### src/rtl/mux_rr_stream.sv
// Registered CHANNELS:1 stream merger with fixed-select
// and round-robin channel arbitration.
module mux_rr_stream #(
  parameter int WIDTH    = 8,
  parameter int CHANNELS = 16,
  parameter int SEL_BITS = 4
) (
  input  logic                      clk,
  input  logic                      reset,
  input  logic                      mode,
  input  logic [SEL_BITS-1:0]       select,
  input  logic [CHANNELS*WIDTH-1:0] in_data,
  input  logic [CHANNELS-1:0]       in_valid,
  output logic [CHANNELS-1:0]       in_ready,
  output logic [WIDTH-1:0]          out_data,
  output logic [SEL_BITS-1:0]       out_channel,
  output logic                      out_valid,
  input  logic                      out_ready,
  output logic [15:0]               xfer_count
);

  logic [WIDTH-1:0]    chan [CHANNELS];
  logic [SEL_BITS-1:0] last_grant;
  logic [SEL_BITS-1:0] gnt;
  logic [WIDTH-1:0]    gnt_data;
  logic                gnt_ok;
  logic                can_load;
  logic                xfer;

  for (genvar g = 0; g < CHANNELS; g++) begin : g_chan
    assign chan[g] = in_data[g*WIDTH +: WIDTH];
  end

  assign can_load = !out_valid || out_ready;
  assign xfer     = gnt_ok && can_load && !reset;

  // Round-robin: scan above last_grant first, then wrap to 0..last_grant.
  always_comb begin
    gnt_ok   = 1'b0;
    gnt      = '0;
    gnt_data = '0;
    if (!mode) begin
      for (int k = 0; k < CHANNELS; k++) begin
        if (select == SEL_BITS'(k) && in_valid[k]) begin
          gnt_ok   = 1'b1;
          gnt      = SEL_BITS'(k);
          gnt_data = chan[k];
        end
      end
    end else begin
      for (int k = 0; k < CHANNELS; k++) begin
        if (!gnt_ok && k > int'(last_grant) && in_valid[k]) begin
          gnt_ok   = 1'b1;
          gnt      = SEL_BITS'(k);
          gnt_data = chan[k];
        end
      end
      for (int k = 0; k < CHANNELS; k++) begin
        if (!gnt_ok && k <= int'(last_grant) && in_valid[k]) begin
          gnt_ok   = 1'b1;
          gnt      = SEL_BITS'(k);
          gnt_data = chan[k];
        end
      end
    end
  end

  always_comb begin
    in_ready = '0;
    for (int k = 0; k < CHANNELS; k++) begin
      in_ready[k] = xfer && (gnt == SEL_BITS'(k));
    end
  end

  always_ff @(posedge clk) begin
    if (reset) begin
      out_data    <= '0;
      out_channel <= '0;
      out_valid   <= 1'b0;
      xfer_count  <= '0;
      last_grant  <= SEL_BITS'(CHANNELS - 1);
    end else if (xfer) begin
      out_data    <= gnt_data;
      out_channel <= gnt;
      out_valid   <= 1'b1;
      last_grant  <= gnt;
      xfer_count  <= xfer_count + 16'd1;
    end else if (out_valid && out_ready) begin
      out_valid <= 1'b0;
    end
  end

endmodule

### config.mk
export PLATFORM = sky130hd
export DESIGN_NAME = mux_rr_stream
export DESIGN_NICKNAME = d
export VERILOG_FILES = /design/src/rtl/mux_rr_stream.sv
export SDC_FILE = /design/constraint.sdc
export NUM_CORES = 1
export LEC_CHECK = 0
export ABC_AREA = 1
export CAP_MARGIN = 20
export CORE_AREA = 2 2 108 110
export CTS_BUF_LIST = sky130_fd_sc_hd__clkbuf_2 sky130_fd_sc_hd__clkbuf_4 sky130_fd_sc_hd__clkbuf_8
export DETAILED_ROUTE_END_ITERATION = 10
export DIE_AREA = 0 0 110 112
export PLACE_DENSITY = 0.87
export SLEW_MARGIN = 25
export SYNTH_ARGS = -nofsm -noshare
export SYNTH_HDL_FRONTEND = slang
export SYNTH_SLANG_ARGS = --single-unit
### constraint.sdc
create_clock -name clk -period 9.9 [get_ports clk]
set_input_delay 0.99 -clock clk [delete_from_list [all_inputs] [get_ports clk]]
set_output_delay 0.99 -clock clk [all_outputs]
set_load 0.05 [all_outputs]
==> results.txt <==
- Clock-pin slew was measured on the worst setup and hold paths at around 70 ps.
- Along the worst path, the maximum fanout reaches 16.
* FF+latch count, synth: 33
- Clock latency reported for the late side of the worst-skew pair: a little under 300 ps
- Drt total wl: roughly 26000 um
* RSZ-0062 raised after global routing: no
- In the final routed layout, each cell accounts on average for approximately 18 um.
* Crit end category: output pin
- TritonCTS built the clock tree.
* Pin count of the biggest net entering global routing: 35
* DRC violations left: 0
- Power density of the placed cells: between 100 and 150 nW/um^2
- Clock Skews: around 1.3 ps
- When the netlist entered floorplanning its net count stood at between 1000 and 1500.
* Storage cell area: about 660 um^2
- Share of synthesized flip-flops with an asynchronous set or reset: 0%
- Including well taps, the total number of placed cells is ~1400.
- The first detailed-routing pass ran for 7 iterations.
- Buffers added to address setup during post-CTS repair amount to 0.
- The multi-input combinational cells in the finished layout cover a total of 4263 um^2.
* Global-route wire length before repair: ~40000 um
- DIE AREA: about 12000 um^2
- Transition time at the pin with the least slew margin: a little over 900 ps
- Number of cells traversed by the worst hold path: 2
- Detail Placement HPWL: between 20000 and 25000 um
- Register area share after synthesis: about an eighth
- Area of the mapped netlist: 5594 um^2
* Leak Pwr: roughly 3.5 nW
- CTS Buffer Depth: 2
- The routed layout has slightly below 9000 vias.
- The count of nets left with antenna violations once routing finished came out at 0.
* Maximum resistive drop on vdd: approximately 0.08 mV
* Cell Chain, Critical Path: clkdlybuf4s50_1, nand3_2, nand4_1, nor2_2, nand4_2, nor2_4, nand4_4, nor2_8, nand4_4, nor2_4, nand4_2, nor2_4, nand4_4, nor2_8, nand4_4, nor2_8, nand3_2, nand2_2, nor2_1, nor2_4, nand3_1, nor2_1, clkdlybuf4s50_1
- Endpoints failing hold: 0
* Most area-hungry cell type in the Yosys netlist: sky130_fd_sc_hd__nand2_1
* Category of cells accounting for the largest share of critical-path delay: simple AND/OR/NAND/NOR gates
* Number of non-filler instances in the completed layout: 1449
- In this run, post-CTS repair resized a total of 0 instances.
- The number of global-route vias before repair is 7995.
- DRT iter0 DRCs: 1287
- H-tree depth reported by CTS: 2
- Startpoint-to-endpoint class of the critical path: in -> out
- Core Region: around 11000 um^2
- Data required, critical path: just under 9000 ps
* Buf/Inv on CP: 2
- GR Util All Layers: a little over two fifths
* Warning count from the yosys run: 0
* Arr. time, crit path: approximately 6200 ps
- Worst flop-to-flop path endpoint: out_channel[3]
- Smallest hold slack: about 470 ps
- Total of fill cells in the finished design: ~1000
* Number of cell instances on the worst register-to-register path: 22
* Min-Delay Endpoint: out_channel[3]
- Inserted Diodes: 0
- GRT Residual Overflow: 0
- Total CTS buffers: 5
* Path class of the lowest-slack min-delay path: reg -> reg
- In this design, the stage delay of the slowest critical-path cell is just over 800 ps.
* Worst path slowest cell: sky130_fd_sc_hd__clkdlybuf4s50_1
- Of the cells placed in the final design, the portion with a size suffix greater than 1 is ~4.2%.
- Final estimated routing congestion in global placement: around 1.1
- Average cell area after synthesis: just over 5 um^2
- By area the synthesized netlist is led by sky130_fd_sc_hd__nand2_1, sky130_fd_sc_hd__nor2_1, sky130_fd_sc_hd__nand3_1, sky130_fd_sc_hd__dfxtp_1, sky130_fd_sc_hd__inv_1.
- Primary FF master, synth: sky130_fd_sc_hd__dfxtp_1
- Derived from the worst setup path, the maximum achievable clock frequency is between 100 and 150 MHz.
- Setup violations remaining at the end of the flow were counted as 0.
- The clock period could shrink to 7170 ps.
- Die width: about 110 um
- Measured against its own limit, the worst slew margin works out to 38.01%.
- Setup total negative slack: 0 ps
- Placed instance area: between 7000 and 8000 um^2
- Cells after synthesis: approximately 1100
- Number of hold buffers added after cts: 0
- Final Net Count: between 1000 and 1500
- The initial antenna violation count is 0.
- The tool flagged a number of max-cap violations equal to 0.
- Clock tree synthesis found a total of 33 sinks.
- Status: completed
- Starting density of the core: between 50% and 60%
- In this run the biggest area consumer among cell types represents 19.66% of the synthesized area.
* Hold wc startpoint: out_channel[3]
* Port Buffer Count: between 150 and 200
- After floorplanning, the core was divided into 39 placement rows.
- Final Max Tran Viols: 0
* Register-to-register setup slack: 5250 ps
* Number of synthesized flops with an enable pin: 0
- The worst register-to-register path begins at last_grant[3].
- Clock tree root buffer cell: sky130_fd_sc_hd__clkbuf_8
- Overall die height: around 110 um
* Via density: around 6
- Io pins: between 150 and 200
- From synthesis to final layout, the design area changed by 40.77%.
- Final design instance area without fill: slightly below 8000 um^2
* Final clock period utilization by the worst path: between 70 and 80%
* Cell variety after synth: 37
* Worst Setup Start Kind: input port
placed cells by master, fill, tap and decap left out, drive strengths merged:
master	Yosys	routed
nand2	295	295
nor2	239	239
clkdlybuf4s50	0	196
inv	155	155
nand3	138	138
a21oi	55	55
nand4	54	54
dfxtp	33	33
nor3	32	32
o21ai	31	31
o2111ai	13	13
buf	8	12
a221oi	9	9
o211ai	8	8
nor4	6	6
clkbuf	10	6
clkinv	5	5
xnor2	4	4
xor2	4	4
or2	3	3
nand3b	2	2
a31oi	1	1
o21bai	1	1
o41ai	1	1
ha	1	1
clkinvlp	0	1
bufinv	0	1
registers in the layout, summed over array words and instances (netlist names):
name	count
out_valid	1
out_channel	4
last_grant	4
out_data	8
xfer_count	16
logic make-up (layout without fill, tap and decap cells):
kind of cell	after synthesis	after routing	share of synthesized area (%)
xor gates and xnor gates	8	8	1.252
AOI/OAI and AO/OA	119	119	12.68
buffers and inverters	178	376	12.17
adders and majority gates	1	1	0.2236
DFF	33	33	11.81
and+or+nand+nor	769	769	61.87
synth_stat cells, types with 2 or more instances:
cell type and count:
sky130_fd_sc_hd__o21ai_0 16, sky130_fd_sc_hd__o2111ai_1 13, sky130_fd_sc_hd__nor2_1 228, sky130_fd_sc_hd__dfxtp_1 33, sky130_fd_sc_hd__inv_1 149, sky130_fd_sc_hd__nand3_1 135
sky130_fd_sc_hd__nor3_1 30, sky130_fd_sc_hd__buf_2 7, sky130_fd_sc_hd__nor4_1 6, sky130_fd_sc_hd__nand2_2 2, sky130_fd_sc_hd__nor2_4 5, sky130_fd_sc_hd__nand3_2 3
sky130_fd_sc_hd__nor2_8 3, sky130_fd_sc_hd__nand2_1 293, sky130_fd_sc_hd__a221oi_1 9, sky130_fd_sc_hd__nand3b_1 2, sky130_fd_sc_hd__a21oi_1 55, sky130_fd_sc_hd__nor2_2 3
sky130_fd_sc_hd__nand4_4 4, sky130_fd_sc_hd__nand4_2 2, sky130_fd_sc_hd__xor2_1 4, sky130_fd_sc_hd__clkinv_1 5, sky130_fd_sc_hd__nor3_2 2, sky130_fd_sc_hd__clkbuf_1 10
sky130_fd_sc_hd__or2_2 2, sky130_fd_sc_hd__xnor2_1 4, sky130_fd_sc_hd__inv_2 6, sky130_fd_sc_hd__nand4_1 48, sky130_fd_sc_hd__o211ai_1 8, sky130_fd_sc_hd__o21ai_1 14
area by class of cell:
cell class                      count  share of cell area (%)
Timing Repair Buffer              208                   26.06
Clock inverter                      2                  0.4766
Inverter                          160                   7.626
Tap cell                          143                   2.272
Clock buffer                        6                   1.049
Multi-Input combinational cell    897                   54.13
Sequential cell                    33                   8.389
layer usage:
layer	track usage (%)	vias up	share of wire [%]
met5	0	-	0
met4	20.76	0	6.0
met3	9.309	128	13
met2	63.35	697	42
met1	54.96	3800	39
li1	-	4032	-
worst max path at each step:
| stage | cells past startpoint | end | slack [ps] | start |
|---|---|---|---|---|
| after CTS | 23 | in_ready[15] | 2830 | in_valid[1] |
| after detailed placement | 23 | in_ready[7] | 2840 | in_valid[1] |
| after global placement | 23 | in_ready[7] | 2960 | in_valid[1] |
| final | 23 | in_ready[15] | 2730 | in_valid[1] |
| after global routing | 23 | in_ready[13] | 2380 | in_valid[1] |
| after floorplan | 21 | in_ready[13] | 4680 | in_valid[2] |
power breakdown:
part	internal (mW)	switching, mW
Clock	0.0819	0.0563
Sequential	0.146	0.0116
Combinational	0.181	0.341
tightest hold or removal path: cells and delay by family, from the launching register on:
kind	cells	cell delay [ps]
flops	1	320
simple gates	1	60
compound gates	1	50
per-stage QoR:
step | utilization, % | total power [mW] | worst slack [ps]
3_5_place_dp | 69.35 | 0.6633 | 2843
6_report | 70.47 | 0.8171 | 2730
4_1_cts | 70.43 | 0.8006 | 2825
5_1_grt | 70.47 | 0.8627 | 2379
3_3_place_gp | 69.31 | 0.6597 | 2964
2_1_floorplan | - | 0.4567 | 4676
Note: power is estimated with default switching activity, not from simulation.
